[config.mk]
export PLATFORM = sky130hd
export DESIGN_NAME = riscv_multicycle_ctrl
export DESIGN_NICKNAME = d
export VERILOG_FILES = /design/src/rtl/riscv_ctrl_pkg.sv /design/src/rtl/riscv_alu_decoder.sv /design/src/rtl/riscv_multicycle_ctrl.sv
export SDC_FILE = /design/constraint.sdc
export NUM_CORES = 1
export LEC_CHECK = 0
export ABC_AREA = 1
export CELL_PAD_IN_SITES_DETAIL_PLACEMENT = 2
export CELL_PAD_IN_SITES_GLOBAL_PLACEMENT = 2
export CORE_MARGIN = 2
export CORE_UTILIZATION = 24
export CTS_CLUSTER_DIAMETER = 150
export CTS_CLUSTER_SIZE = 10
export DETAILED_ROUTE_END_ITERATION = 6
export GPL_ROUTABILITY_DRIVEN = 0
export PLACE_DENSITY_LB_ADDON = 0.12
export SLEW_MARGIN = 20
export SYNTH_ARGS = -nofsm -noshare
export SYNTH_HDL_FRONTEND = slang
export SYNTH_SLANG_ARGS = --single-unit
[constraint.sdc]
create_clock -name clk -period 1.2 [get_ports clk]
set_clock_uncertainty 0.05 [all_clocks]
set_input_delay 0.12 -clock clk [delete_from_list [all_inputs] [get_ports clk]]
set_output_delay 0.12 -clock clk [all_outputs]
set_load 0.01 [all_outputs]
[src/rtl/riscv_ctrl_pkg.sv]
// Shared encodings for the RV32I multicycle controller: opcodes, ALU operation codes and FSM states.
package riscv_ctrl_pkg;

  localparam logic [6:0] OpcodeOp     = 7'b0110011;
  localparam logic [6:0] OpcodeOpImm  = 7'b0010011;
  localparam logic [6:0] OpcodeLoad   = 7'b0000011;
  localparam logic [6:0] OpcodeStore  = 7'b0100011;
  localparam logic [6:0] OpcodeBranch = 7'b1100011;

  localparam logic [3:0] AluAnd = 4'b0000;
  localparam logic [3:0] AluOr  = 4'b0001;
  localparam logic [3:0] AluAdd = 4'b0010;
  localparam logic [3:0] AluSll = 4'b0011;
  localparam logic [3:0] AluSlt = 4'b0100;
  localparam logic [3:0] AluXor = 4'b0101;
  localparam logic [3:0] AluSub = 4'b0110;
  localparam logic [3:0] AluSrl = 4'b0111;
  localparam logic [3:0] AluSra = 4'b1000;

  typedef enum logic [2:0] {
    StIf,
    StId,
    StEx,
    StMem,
    StWb,
    StHalt
  } ctrl_state_e;

endpackage

[src/rtl/riscv_alu_decoder.sv]
// Combinational decode of {opcode, funct3, funct7[5]} into an ALU operation code and an illegal flag.
module riscv_alu_decoder
  import riscv_ctrl_pkg::*;
(
  input  logic [6:0] opcode,
  input  logic [2:0] funct3,
  input  logic       funct7_5,
  output logic [3:0] alu_ctrl,
  output logic       illegal_op
);

  always_comb begin
    alu_ctrl   = AluAdd;
    illegal_op = 1'b0;
    case (opcode)
      OpcodeOp, OpcodeOpImm: begin
        unique case (funct3)
          // Bit 30 of an ADDI immediate must not turn it into a subtract.
          3'b000: alu_ctrl = (funct7_5 && (opcode == OpcodeOp)) ? AluSub : AluAdd;
          3'b001: alu_ctrl = AluSll;
          // The ALU has no unsigned compare; SLTU/SLTIU share the SLT code.
          3'b010, 3'b011: alu_ctrl = AluSlt;
          3'b100: alu_ctrl = AluXor;
          3'b101: alu_ctrl = funct7_5 ? AluSra : AluSrl;
          3'b110: alu_ctrl = AluOr;
          3'b111: alu_ctrl = AluAnd;
          default: alu_ctrl = AluAdd;
        endcase
      end
      OpcodeLoad, OpcodeStore: alu_ctrl = AluAdd;
      OpcodeBranch: begin
        alu_ctrl = AluSub;
        if (funct3[2:1] != 2'b00) begin
          illegal_op = 1'b1;
        end
      end
      default: illegal_op = 1'b1;
    endcase
  end

endmodule

[src/rtl/riscv_multicycle_ctrl.sv]
// Multicycle IF/ID/EX/MEM/WB control FSM with instruction register and registered control outputs.
// Define CTRL_ILLEGAL_TRAP_EN to halt on illegal instructions; otherwise they execute as a NOP.
module riscv_multicycle_ctrl
  import riscv_ctrl_pkg::*;
#(
  parameter logic [31:0] NOP_INSTR = 32'h00000013
) (
  input  logic        clk,
  input  logic        rst,
  input  logic [31:0] imem_rdata,
  input  logic        zero,
  input  logic        dmem_ready,
  output logic [31:0] ir,
  output logic        PCSrc,
  output logic        ALUSrc,
  output logic        RegWrite,
  output logic        MemtoReg,
  output logic [3:0]  ALUCtrl,
  output logic        loadPC,
  output logic        MemRead,
  output logic        MemWrite,
  output logic        illegal
);

  ctrl_state_e state_q, state_d;

  logic [6:0] opcode;
  logic [2:0] funct3;
  logic [3:0] dec_alu;
  logic       dec_illegal;

  assign opcode = ir[6:0];
  assign funct3 = ir[14:12];

  riscv_alu_decoder u_alu_decoder (
    .opcode     (opcode),
    .funct3     (funct3),
    .funct7_5   (ir[30]),
    .alu_ctrl   (dec_alu),
    .illegal_op (dec_illegal)
  );

  logic is_alu_r, is_alu_i, is_load, is_store, is_branch, is_bne;

  assign is_alu_r  = (opcode == OpcodeOp);
  assign is_alu_i  = (opcode == OpcodeOpImm);
  assign is_load   = (opcode == OpcodeLoad);
  assign is_store  = (opcode == OpcodeStore);
  assign is_branch = (opcode == OpcodeBranch) && !dec_illegal;
  assign is_bne    = funct3[0];

  always_comb begin
    state_d = state_q;
    case (state_q)
      StIf: state_d = StId;
      StId: begin
`ifdef CTRL_ILLEGAL_TRAP_EN
        state_d = dec_illegal ? StHalt : StEx;
`else
        state_d = StEx;
`endif
      end
      StEx:    state_d = (is_load || is_store) ? StMem : StWb;
      StMem:   state_d = dmem_ready ? StWb : StMem;
      StWb:    state_d = StIf;
      StHalt:  state_d = StHalt;
      default: state_d = StIf;
    endcase
  end

  // Outputs are registered against the state being entered, so they are Moore in (state, ir).
  logic in_exec_d, in_mem_d, in_wb_d;

  assign in_exec_d = (state_d == StEx || state_d == StMem || state_d == StWb) && !dec_illegal;
  assign in_mem_d  = (state_d == StMem);
  assign in_wb_d   = (state_d == StWb);

  always_ff @(posedge clk or posedge rst) begin
    if (rst) begin
      state_q  <= StIf;
      ir       <= NOP_INSTR;
      ALUSrc   <= 1'b0;
      ALUCtrl  <= AluAnd;
      RegWrite <= 1'b0;
      MemtoReg <= 1'b0;
      loadPC   <= 1'b0;
      MemRead  <= 1'b0;
      MemWrite <= 1'b0;
`ifdef CTRL_ILLEGAL_TRAP_EN
      illegal  <= 1'b0;
`endif
    end else begin
      state_q <= state_d;
      if (state_q == StIf) begin
        ir <= imem_rdata;
      end
      ALUCtrl  <= in_exec_d ? dec_alu : AluAnd;
      ALUSrc   <= in_exec_d && (is_alu_i || is_load || is_store);
      MemWrite <= in_mem_d && is_store;
      MemRead  <= (in_mem_d || in_wb_d) && is_load;
      MemtoReg <= (in_mem_d || in_wb_d) && is_load;
      RegWrite <= in_wb_d && (is_alu_r || is_alu_i || is_load);
      loadPC   <= in_wb_d;
`ifdef CTRL_ILLEGAL_TRAP_EN
      if (state_q == StId && dec_illegal) begin
        illegal <= 1'b1;
      end
`endif
    end
  end

`ifndef CTRL_ILLEGAL_TRAP_EN
  assign illegal = 1'b0;
`endif

  // Branch resolution uses the live zero flag; ALU inputs are held stable through WB.
  assign PCSrc = loadPC && is_branch && (zero ^ is_bne);

endmodule
== Word level (Yosys, flattened, before mapping) ==
Index checks and enable logic that the tools add are counted.

* Output and inout bits: 44
* Memories kept: 0
* Logic and storage cells: 62
* Flip-flop bits (word level): 44
* Memory bits (read-only): 0
* RAM bits: 0
* Bits in latches: 0
* Input port bits: 36

* Equality and inequality tests: 19
* $mul: 0
* Magnitude comparators: 0
* Bitwise gates (word level): 1
* Div/mod/pow operators: 0
* Add/sub/neg operators: 0
* Shifts and indexed selects: 0
* Reduce and logical (&&, ||, !) cells: 24
* Mux-type cells: 10

{| class="wikitable"
|+ Operator list
! kind !! number
|-
| one-hot mux 4 bit (7 select lines) || 1
|-
| == test 3 x 2 -> 1 bit, second input constant || 6
|-
| == test 3 bit, second input constant || 6
|-
| one-hot mux 3 bit (5 select lines) || 1
|-
| == test 7 x 6 -> 1 bit, second input constant || 2
|-
| logical AND 1 bit || 9
|-
| two-way mux 3 bit || 3
|-
| logical OR 1 bit || 8
|-
| two-way mux 4 bit || 2
|-
| one-hot mux 4 bit (2 select lines) || 1
|-
| == test 7 x 2 -> 1 bit, second input constant || 1
|-
| == test 7 x 5 -> 1 bit, second input constant || 1
|-
| == test 7 bit, second input constant || 1
|-
| == test 3 x 1 -> 1 bit, second input constant || 2
|-
| logical NOT 3 bit || 2
|-
| OR reduction 2 bit || 2
|-
| OR reduction 4 bit || 1
|-
| one-hot mux 1 bit (2 select lines) || 1
|-
| nonzero test 2 bit || 1
|-
| logical NOT 1 bit || 1
|-
| two-way mux 1 bit || 1
|-
| bitwise XOR 1 bit || 1
|}

== Longest topological paths before layout ==
* Depth in word-level cells: 9
* Mapped depth: 8
* Mapped depth without buffers: 8

== By module ==
Synthesis repeated with hierarchy kept, for this count alone.

* Cell total of the unflattened synthesis: 240
* Area, all modules: 1941.9 um^2

{| class="wikitable"
|+ By module, submodules not included
! module !! cells an instance !! area each (um^2) !! instances !! sequential area each (um^2)
|-
| riscv_multicycle_ctrl || 206 || 1786.7 || 1 || 1104.8
|-
| riscv_alu_decoder || 34 || 155.1 || 1 || 0.0
|}

== Worst setup path after synthesis ==
Ideal clock, no wire load.

* Kind: reg2out
* From: reg ir[1]
* To: out PCSrc
* Required time: 1.030 ns
* Setup slack: -0.204 ns
* Path buffers: 0
* Cell stages (with the launch flop): 5
* Arrival: 1.234 ns
* Cells stage by stage: dfstp_2 nand2_1 nor3_1 nand3_1 nor3_1

* Longest elaborated chain between the ends: 7
* Elaborated cells on any way between the ends: 11
* Those cells by class: 5 x eq/ne; 1 x mux; 5 x reduce/logical

{| class="wikitable"
|+ RTL lines
! item !! line !! source
|-
| start: declaration || riscv_multicycle_ctrl.sv:13 || <nowiki>output logic [31:0] ir,</nowiki>
|-
| start signal: assignment || riscv_multicycle_ctrl.sv:95 || <nowiki>ir <= imem_rdata;</nowiki>
|-
| == test 7 x 6 -> 1 bit, or another cell as far along || riscv_alu_decoder.sv:15 || <nowiki>case (opcode)</nowiki>
|-
| OR reduction 4 bit (no line) || - ||
|-
| one-hot mux 1 bit (2 select lines) || riscv_alu_decoder.sv:15 ||
|-
| logical NOT 1 bit || riscv_multicycle_ctrl.sv:49 || <nowiki>assign is_branch = (opcode == OpcodeBranch) && !dec_illegal;</nowiki>
|-
| logical AND 1 bit (*) || riscv_multicycle_ctrl.sv:49 ||
|-
| logical AND 1 bit (*) (2 in series) || riscv_multicycle_ctrl.sv:117 || <nowiki>assign PCSrc = loadPC && is_branch && (zero ^ is_bne);</nowiki>
|-
| end: declaration || riscv_multicycle_ctrl.sv:14 || <nowiki>output logic PCSrc,</nowiki>
|}

Mark *: on every way between the ends. The rest lies on a longest branch, timed or not.

== Worst setup path after layout ==
* From: reg ir[0]
* To: out PCSrc

The elaborated chain is that of the path after synthesis.

==> results.json <==
{
  "outcome": "complete, but fails checks",
  "violations": "negative setup slack",
  "path_buf_inv": 1,
  "die_h_um": 95.6,
  "worstSetupPathType": "reg2out",
  "ys_top_cells_by_area": "dfrtp_1, mux2_4, nor2_1, dfstp_2, nand2_1",
  "post_dp_cell_area_um2": 3100,
  "max_freq_mhz": 606,
  "cts-root-buf": "clkbuf_8",
  "combPwrFrac": 0.601,
  "placedCellCount": 375,
  "n_antenna_cell": 0,
  "synth_area_leader_cell": "dfrtp_1",
  "via_per_inst": 4.25,
  "grt_pass1_vias": 1864,
  "finalWorstSetupSlack_ns": -0.450,
  "start_util": 0.246,
  "drt_iter0_markers": 40,
  "grt_usage": 0.139,
  "area_growth_pct": 70.2,
  "internal_power_mw": 5.56,
  "synth_common_cells": "dfrtp_1, mux2_4, nor2_1, nand2_1, inv_1",
  "power.switching_mw": 3.30,
  "drc": 0,
  "cp_data_arrival_time_ns": 1.48,
  "final_area_um2": 3430,
  "synth_flop_cell": "dfrtp_1",
  "cts_htree_levels": 2,
  "critPathCaptureType": "output port",
  "cp_top_family": "flip-flops",
  "wl_per_cell_um": 15.2,
  "drive_gt1_frac": 0.448,
  "portBuffers": 78,
  "synth_cell_types": 24,
  "clk_pin_slew_ns": 0.09,
  "vdd_drop_max_mv": 1.26,
  "numCtsBuffers": 5,
  "hold_viol": 0,
  "swShare": 0.372,
  "grt-ovfl-total": 0,
  "clock_sink_count": 44,
  "power_leakage_nw": 1.65,
  "rsz0062_at_grt": "yes",
  "r2r_slack_ns": -0.41,
  "clk_latency_ns": 0.30,
  "fin_crit_sh": 1.38,
  "instances_no_fill": 395,
  "synth_nets": 208,
  "yosysSeqAreaShare": 0.549,
  "core_um2": 8180,
  "required_ns": 1.03,
  "synth_cells": 172,
  "netlist_area_um2": 2010,
  "grt_max_degree": 36,
  "hpwl_um": 4420,
  "grt_antenna_before_repair": 0,
  "ioPinCount": 80,
  "timing.critical_path.cells": "nand2_4 > nor3_4 > nand2_1 > nor3_2 > buf_2",
  "cts_tree": "done",
  "drtAntennaViolNets": 0,
  "die_x_um": 95.6,
  "hold_ws_ns": 0.121,
  "setup_violations": 43,
  "num_rows": 33,
  "wirelength_um": 6000,
  "crit_slowest_cell": "dfstp_2",
  "power_frac_clock": 0.109,
  "hp-class": "in2async",
  "yosysWarnings": 0,
  "drt-pass1-iter-count": 3,
  "finalPower_mw": 8.87,
  "critPathLaunchType": "register",
  "synth_most_common_cell": "dfrtp_1",
  "hold_buffers": 0,
  "ys_ff_latch": 44,
  "power_density_nw_per_um2": 2590,
  "slew_viol_final": 0,
  "fin_nets": 325,
  "synthArstFlopShare": 1.00,
  "synth_top_cell_area_share": 0.510,
  "max_stage_delay_ns": 0.57,
  "crit_fanout": 3,
  "power_frac_seq": 0.290,
  "maxCapViolCount": 0,
  "num_vias": 1678,
  "clockBufferDepth": 2,
  "grt_pass1_wl_um": 9560,
  "syn_area_per_cell_um2": 11.7,
  "period_minus_slack_ns": 1.65,
  "synth_edf_count": 0,
  "dieArea_um2": 9140
}
[cells in the final DEF, fill, tap and decap left out, types with 2 or more instances in the layout]
master,instances
nand2_1,12
inv_2,4
dlygate4sd2_1,28
nor2_1,12
nand3_1,4
clkdlybuf4s15_1,3
nor3_2,2
buf_2,5
clkdlybuf4s50_1,35
a21oi_1,4
dfstp_2,3
buf_12,3
inv_1,11
nand2_4,3
nand3b_1,2
a21oi_2,5
mux2_4,26
nor2_4,5
nand4_1,2
dfrtp_1,40
o21ai_0,3
nand3_4,2
buf_4,26
clkbuf_8,5
clkinvlp_4,2
nor3_4,2
nand2_2,5
nand3_2,2
buf_6,18
nor2_2,7
[state kept, by name, summed over array words and instances (netlist names)]
| signal | count |
|---|---|
| ALUCtrl | 4 |
| ALUSrc | 1 |
| RegWrite | 1 |
| MemWrite | 1 |
| state_q | 3 |
| ir | 32 |
| MemRead | 1 |
| loadPC | 1 |
[per-layer routing]
layer / vias to the layer above / routed length (µm) / GRT usage
met4: 0 / 59 / 0.0357
met3: 5 / 290 / 0.0332
met1: 843 / 2550 / 0.169
met5: - / 0 / 0
met2: 38 / 3100 / 0.245
li1: 792 / - / -
[logic make-up (layout without fill, tap and decap cells)]
| kind of cell | after synthesis | in the layout | synth area share |
|---|---|---|---|
| AO/OA/AOI/OAI | 14 | 14 | 0.0373 |
| XOR/XNOR | 1 | 1 | 0.00435 |
| buffers and inverters | 24 | 142 | 0.0752 |
| flip-flops | 44 | 44 | 0.549 |
| multiplexers | 26 | 26 | 0.194 |
| other | 1 | 1 | 0.00186 |
| AND/OR/NAND/NOR | 62 | 62 | 0.139 |
[worst paths after layout]
check | depth (start not counted) | to | from
max in group asynchronous | 3 | ir[4] | rst
min in group clk | 3 | ir[30] | imem_rdata[30]
hold / removal | 3 | ALUCtrl[3] | rst
setup / recovery | 5 | PCSrc | ir[0]
setup reg to reg | 9 | MemRead | ir[0]
hold reg to reg | 1 | ir[24] | ir[24]
[worst min-delay path, cell delays in order]
cell	delay, ns
clkdlybuf4s50_1	0.42
inv_2	0.09
buf_4	0.18
[power by group through the flow]
stage,Combinational [mW],Clock [mW],Sequential (mW)
after floorplan,2.40,0,2.86
after global placement,4.84,0,2.54
after detailed placement,4.88,0,2.60
after CTS,5.17,1.01,2.56
after global routing,5.79,1.08,2.66
final,5.33,0.962,2.58
[repair_timing]
item                                    CTS  global route
endpoints found under the setup margin   84            55
setup buffers                            10             6
resized for setup                       122            23
pin swaps                                 9            12
[through the flow]
| step | setup slack (ns) | TNS, ns | util |
|---|---|---|---|
| final | -0.450 | -7.59 | 0.419 |
| after global routing | -0.566 | -10.72 | 0.419 |
| after CTS | -0.541 | -7.58 | 0.409 |
| after detailed placement | -0.603 | -6.53 | 0.380 |
| after global placement | -0.603 | -5.40 | 0.380 |
| after floorplan | -0.0658 | -1.69 | - |
[layout make-up]
type | count | area, µm²
clock buffers | 5 | 68.8
clock inverters | 3 | 23.8
fillers | 862 | 4750
inverters | 16 | 62.6
multi-input cells | 104 | 926
flip-flops and latches | 44 | 1110
well taps | 105 | 131
repair buffers | 118 | 1110
No activity file was read; power rests on OpenSTA's default activity.
